==> src/rtl/da_ctrl_pkg.sv <==
// Shared types and width helpers for the distributed-arithmetic LUT controller.
// Latency: n/a (types and constant functions only).
// Backpressure: n/a.
package da_ctrl_pkg;

    typedef enum logic [1:0] {
        IDLE  = 2'd0,
        ISSUE = 2'd1,
        DRAIN = 2'd2,
        OUT   = 2'd3
    } state_t;

    // LUT word: a sum of up to k weights needs log2(k) growth bits plus sign headroom.
    function automatic int lut_w(input int k, input int dwb);
        return dwb + $clog2(k) + 1;
    endfunction

    // Accumulator: LUT word scaled by the full activation range.
    function automatic int acc_w(input int k, input int dwa, input int dwb);
        return lut_w(k, dwb) + dwa;
    endfunction

endpackage

==> src/rtl/da_tag_pipe.sv <==
// Delay line carrying {valid, is_msb} alongside each outstanding LUT read.
// Latency: DEPTH cycles from vld_in/msb_in to vld_out/msb_out.
// Backpressure: none; shifts every cycle, async clear drops all in-flight tags.
module da_tag_pipe #(
    parameter int DEPTH = 1
) (
    input  logic clk,
    input  logic rst,
    input  logic vld_in,
    input  logic msb_in,
    output logic vld_out,
    output logic msb_out,
    output logic rest_vld
);

    logic [DEPTH-1:0] vld_q, vld_d;
    logic [DEPTH-1:0] msb_q, msb_d;

    // Shift the tags one stage per cycle; stage 0 captures the read issued this cycle.
    always_comb begin
        vld_d    = vld_q;
        msb_d    = msb_q;
        vld_d[0] = vld_in;
        msb_d[0] = msb_in;
        for (int i = 1; i < DEPTH; i++) begin
            vld_d[i] = vld_q[i-1];
            msb_d[i] = msb_q[i-1];
        end
    end

    // Any read still in flight behind the one returning now.
    always_comb begin
        rest_vld = 1'b0;
        for (int i = 0; i < DEPTH - 1; i++) begin
            rest_vld = rest_vld | vld_q[i];
        end
    end

    // Tag registers; reset discards every outstanding read so nothing stale is accumulated.
    always_ff @(posedge clk or negedge rst) begin
        if (!rst) begin
            vld_q <= '0;
            msb_q <= '0;
        end else begin
            vld_q <= vld_d;
            msb_q <= msb_d;
        end
    end

    assign vld_out = vld_q[DEPTH-1];
    assign msb_out = msb_q[DEPTH-1];

endmodule

==> src/rtl/da_lut_ctrl.sv <==
// Bit-serial DA sequencer: walks activation bit-planes MSB first into the LUT and shift-accumulates Σ B_i·x_i.
// Latency: result valid DATA_WIDTH_A+LUT_LAT edges after acceptance; one vector per DATA_WIDTH_A+LUT_LAT+2 cycles.
// Backpressure: result held in OUT until y_ready; no new vector accepted until back in IDLE with gen_done high.
module da_lut_ctrl
    import da_ctrl_pkg::*;
#(
    parameter int K            = 32,
    parameter int DATA_WIDTH_A = 8,
    parameter int DATA_WIDTH_B = 16,
    parameter int LUT_LAT      = 1,
    localparam int LW          = lut_w(K, DATA_WIDTH_B),
    localparam int ACC_W       = acc_w(K, DATA_WIDTH_A, DATA_WIDTH_B)
) (
    input  logic                               clk,
    input  logic                               rst,
    input  logic                               gen_done,
    input  logic                               x_valid,
    output logic                               x_ready,
    input  logic [K-1:0][DATA_WIDTH_A-1:0]     x_data,
    output logic                               lut_rd,
    output logic [K-1:0]                       lut_addr,
    input  logic signed [LW-1:0]               lut_data,
    output logic                               y_valid,
    output logic signed [ACC_W-1:0]            y_data,
    input  logic                               y_ready,
    output logic                               busy
);

    localparam int CW = (DATA_WIDTH_A > 1) ? $clog2(DATA_WIDTH_A) : 1;
    localparam logic [CW-1:0] MSB_BIT = CW'(DATA_WIDTH_A - 1);

    state_t                           state_q, state_d;
    logic [CW-1:0]                    cnt_q, cnt_d;
    logic [K-1:0][DATA_WIDTH_A-1:0]   x_q, x_d;
    logic                             lut_rd_q, lut_rd_d;
    logic [K-1:0]                     lut_addr_q, lut_addr_d;
    logic                             y_valid_q, y_valid_d;
    logic                             busy_q, busy_d;
    logic signed [ACC_W-1:0]          acc_q, acc_d;
    logic signed [ACC_W-1:0]          ret_ext;
    logic                             tag_vld, tag_msb, tag_rest;

    // Only IDLE with a loaded LUT can take a vector; gen_done is not watched afterwards.
    assign x_ready = (state_q == IDLE) && gen_done;

    assign ret_ext = {{(ACC_W - LW){lut_data[LW-1]}}, lut_data};

    // Each read's tag marks whether it is the sign-weighted MSB plane.
    da_tag_pipe #(
        .DEPTH (LUT_LAT)
    ) u_tag_pipe (
        .clk      (clk),
        .rst      (rst),
        .vld_in   (lut_rd_q),
        .msb_in   (lut_rd_q && (cnt_q == MSB_BIT)),
        .vld_out  (tag_vld),
        .msb_out  (tag_msb),
        .rest_vld (tag_rest)
    );

    // Next-state, accumulator update and registered-output preparation.
    always_comb begin
        state_d    = state_q;
        cnt_d      = cnt_q;
        x_d        = x_q;
        acc_d      = acc_q;
        lut_addr_d = '0;

        case (state_q)
            IDLE: begin
                if (x_valid && x_ready) begin
                    x_d     = x_data;
                    cnt_d   = MSB_BIT;
                    acc_d   = '0;
                    state_d = ISSUE;
                end
            end
            ISSUE: begin
                if (cnt_q == '0) begin
                    state_d = DRAIN;
                end else begin
                    cnt_d = cnt_q - CW'(1);
                end
            end
            DRAIN: begin
                // Last read is returning now and nothing is queued behind it.
                if (tag_vld && !tag_rest) begin
                    state_d = OUT;
                end
            end
            OUT: begin
                if (y_ready) begin
                    state_d = IDLE;
                end
            end
            default: state_d = IDLE;
        endcase

        // MSB plane carries negative weight in two's complement; later planes shift in.
        if (tag_vld) begin
            if (tag_msb) begin
                acc_d = -ret_ext;
            end else begin
                acc_d = (acc_q <<< 1) + ret_ext;
            end
        end

        lut_rd_d  = (state_d == ISSUE);
        y_valid_d = (state_d == OUT);
        busy_d    = (state_d != IDLE);
        if (lut_rd_d) begin
            for (int i = 0; i < K; i++) begin
                lut_addr_d[i] = x_d[i][cnt_d];
            end
        end
    end

    // State, datapath and output registers.
    always_ff @(posedge clk or negedge rst) begin
        if (!rst) begin
            state_q    <= IDLE;
            cnt_q      <= '0;
            x_q        <= '0;
            acc_q      <= '0;
            lut_rd_q   <= 1'b0;
            lut_addr_q <= '0;
            y_valid_q  <= 1'b0;
            busy_q     <= 1'b0;
        end else begin
            state_q    <= state_d;
            cnt_q      <= cnt_d;
            x_q        <= x_d;
            acc_q      <= acc_d;
            lut_rd_q   <= lut_rd_d;
            lut_addr_q <= lut_addr_d;
            y_valid_q  <= y_valid_d;
            busy_q     <= busy_d;
        end
    end

    assign lut_rd   = lut_rd_q;
    assign lut_addr = lut_addr_q;
    assign y_valid  = y_valid_q;
    assign y_data   = acc_q;
    assign busy     = busy_q;

endmodule
==> config.mk <==
export PLATFORM = sky130hd
export DESIGN_NAME = da_lut_ctrl
export DESIGN_NICKNAME = d
export VERILOG_FILES = /design/src/rtl/da_ctrl_pkg.sv /design/src/rtl/da_tag_pipe.sv /design/src/rtl/da_lut_ctrl.sv
export SDC_FILE = /design/constraint.sdc
export NUM_CORES = 1
export LEC_CHECK = 0
export BUFFER_PORTS_ARGS = -buffer_cell sky130_fd_sc_hd__clkbuf_2
export CAP_MARGIN = 30
export CORE_MARGIN = 10
export CORE_UTILIZATION = 50
export DETAILED_ROUTE_END_ITERATION = 10
export GPL_ROUTABILITY_DRIVEN = 0
export GPL_TIMING_DRIVEN = 0
export PLACE_DENSITY = 0.74
export REMOVE_ABC_BUFFERS = 1
export SYNTH_ARGS = -nofsm -noshare
export SYNTH_HDL_FRONTEND = slang
export SYNTH_SLANG_ARGS = --single-unit
==> constraint.sdc <==
create_clock -name clk -period 2.88 [get_ports clk]
set_clock_uncertainty 0.2 [all_clocks]
set_input_delay 0.144 -clock clk [delete_from_list [all_inputs] [get_ports clk]]
set_output_delay 0.144 -clock clk [all_outputs]
set_load 0.02 [all_outputs]
==> results.toml <==
[status]
status = "finished, violations left"
violations = "setup timing"

[sta]
fin_ws_ps = -51.5
fin_crit_ps = 2930
finalHoldViolations = 0
max_freq_mhz = 341
slew_headroom = 0.401
worst_slew_pin_slew_ps = 896
fin_crit_sh = 1.02
setup_viol = 1
maxSlewViolCount = 0

[floorplanning]
die_w_um = 200
core_area_mm2 = 0.0317
rows = 65
die_y_um = 200
start_util = 0.508
dieArea_mm2 = 0.0398
ios = 349

[yosys]
synth_xor_area_frac = 0.0244
synth.distinct_cells = 48
synth-edff-count = 0
synthFlopType = "dfrtp_1"
synth-compound-area-share = 0.125
syn_area_mm2 = 0.0161
async_flop_share = 1.00
synthMuxAreaShare = 0.0442
yosysWarnings = 0
synth-simple-area-share = 0.240
avgSynthCellArea_um2 = 8.48
synth_top_family_by_area = "simple AND/OR/NAND/NOR gates"
synthCells = 1900
synthAdderAreaFrac = 0.0261
seq_area_frac_synth = 0.509
ys_ff_latch = 328

[setup_path]
rr_worst_depth = 12
rr_endpoint = "y_data[19]"
worstPathMaxFanout = 3
crit_type = "flop to flop"
crit_buf_inv = 2
r2r_start = "y_data[0]"
critPathTopFamily = "compound AO/OA/AOI/OAI gates"
cp.depth = 12
slowest_stage = "dfrtp_1"
cp_cell_sequence = "ha_2 > inv_1 > fa_2 > nand2b_4 > a21oi_4 > o211ai_1 > a21oi_2 > buf_4 > a21oi_2 > xnor2_1 > o211ai_1 > o21ai_1"
worstSetupEndpointType = "flop"
setup.worst_path.end = "y_data[19]"
start_kind = "flop"
regToRegSetupSlack_ps = -50
worst_path_largest_cell_delay_ps = 370
startpoint = "y_data[0]"
arrival_ps = 3090
cp.required_ps = 3040

[clocking]
root_buffer = "clkbuf_16"
cts_tree = "built"
clock-sinks = 328
cts.path.max_buffers = 3
cts_buffers = 37
clock_latency_ps = 510
path_clk_slew_ps = 60
h-tree-depth = 2

[routing]
wl_per_cell_um = 21.1
wirelength_um = 62700
drtAntennaViolNets = 0
num_vias = 17300
via_per_inst = 5.82
drtPass1Iterations = 6
drc = 0
drt-initial-drc-count = 1535

[layout]
ff_latch_area_mm2 = 0.00821
multi_input_area_mm2 = 0.00765
fillers = 2035
nets = 2852
area_growth_pct = 44.8
drive_above_1_share = 0.215
final_common_cell = "nand2_1"
layout_common_cells = "nand2_1 (825), clkbuf_2 (346), dfrtp_1 (325), dlygate4sd3_1 (287), a21oi_1 (98)"

[grt]
grt_remaining_overflow = 0
grt_max_degree = 106
antenna_found_initial = 6
grt_pass1_vias = 17600
grt_pass1_wl_um = 94500
grt_usage = 0.300

[place]
dpl.hpwl_um = 33300
dp_slack_ps = -1490
numPortBuffers = 348

[power_and_ir_drop]
p_per_area_mw_per_mm2 = 1170
p_leak_nw = 11.9
power_w = 0.0273
ir_drop_v = 0.000665

[min_path]
hold_path_class = "primary input to flop"

[job]
drv_cap = 0
==> registers in the layout, indices dropped and copies added, names as in the netlist <==
register,cells
x_q,256
lut_addr,32
y_data,30
cnt_q,3
state_q,2
busy,1
lut_rd,1
u_tag_pipe.msb_out,1
u_tag_pipe.vld_out,1
y_valid,1
==> Yosys cell counts, types with 14 or more instances <==
master | n | share of area
a21oi_1 | 104 | 0.032
buf_2 | 25 | 0.0078
clkbuf_1 | 70 | 0.016
dfrtp_1 | 328 | 0.51
ha_1 | 32 | 0.025
inv_1 | 14 | 0.0033
mux2_2 | 33 | 0.023
mux2i_1 | 34 | 0.021
nand2_1 | 830 | 0.19
nand3_1 | 71 | 0.022
nor2_1 | 23 | 0.0054
o211ai_1 | 49 | 0.023
o21a_1 | 37 | 0.017
o21ai_0 | 69 | 0.021
o22ai_1 | 33 | 0.013
xnor2_1 | 27 | 0.015
xor2_1 | 18 | 0.0098
==> report_power, final <==
| part | total (W) | switching (W) | leakage (nW) | internal [W] |
|---|---|---|---|---|
| Clock | 0.00462 | 0.00192 | 0.573 | 0.00269 |
| Combinational | 0.0149 | 0.00850 | 7.19 | 0.00637 |
| Sequential | 0.00784 | 0.00108 | 4.09 | 0.00676 |
==> repair_timing <==
item	4_1_cts	5_1_grt
resized for setup	23	35
pin swaps	6	10
buffers inserted	12	24
endpoints found under the hold margin	545	0
hold buffers	288	0
cloned	8	1
setup endpoints to repair	106	45
==> worst reg2reg max path: stages, from the launching register on <==
cell	delay, ps
dfrtp_1	370
ha_2	200
inv_1	60
fa_2	350
nand2b_4	170
a21oi_4	160
o211ai_1	130
a21oi_2	280
buf_4	190
a21oi_2	80
xnor2_1	150
o211ai_1	290
o21ai_1	180
==> kinds of logic (layout without fill, tap and decap cells) <==
group                      after synthesis  after routing
muxes                                   67             67
buffers and inverters                  123            779
and+or+nand+nor                        973            975
DFF                                    328            328
other                                    0              8
AOI/OAI and AO/OA                      331            332
adders and majority gates               33             33
xor gates and xnor gates                45             45
==> worst min-delay path by stage <==
stage                start          to  slack [ps]  cells after the start
4_1_cts        lut_data[9]  y_data[10]          10                      4
2_1_floorplan          rst        busy        -350                      0
6_report       lut_data[7]   y_data[9]          50                      6
5_1_grt        lut_data[8]   y_data[9]          50                      6
3_3_place_gp   x_data[200]    x_q[200]         130                      3
3_5_place_dp           rst    x_q[116]        -140                      1
==> final cells by class <==
class | instances | share of cell area
sequential | 328 | 0.352
clock buffer | 51 | 0.0445
multi-input combinational | 1452 | 0.328
tap | 402 | 0.0216
timing repair buffer | 703 | 0.246
clock inverter | 11 | 0.00482
antenna | 8 | 0.000858
inverter | 14 | 0.00279
==> stage by stage <==
stage | hold WS, ps | cells | utilization | instance area (µm²) | TNS, ps
2_1_floorplan | -352 | 1791 | - | 15700 | -1390450
5_1_grt | 49.7 | 2967 | 0.736 | 23300 | -233
6_report | 46.8 | 2969 | 0.736 | 23300 | -51.5
3_5_place_dp | -141 | 2567 | 0.585 | 18500 | -48870
4_1_cts | 10.8 | 2937 | 0.725 | 23000 | 0
3_3_place_gp | 135 | 2541 | 0.565 | 17900 | -4280710
==> per-layer routing <==
metal / vias to the layer above / wire [µm] / part of all wire / track usage
li1: 7611 / - / - / -
met1: 8212 / 22800 / 0.36 / 0.353
met2: 1179 / 30500 / 0.49 / 0.504
met3: 291 / 6320 / 0.10 / 0.0784
met4: 0 / 3070 / 0.049 / 0.138
met5: - / 0 / 0 / 0
(Power assumes the default switching activity.)
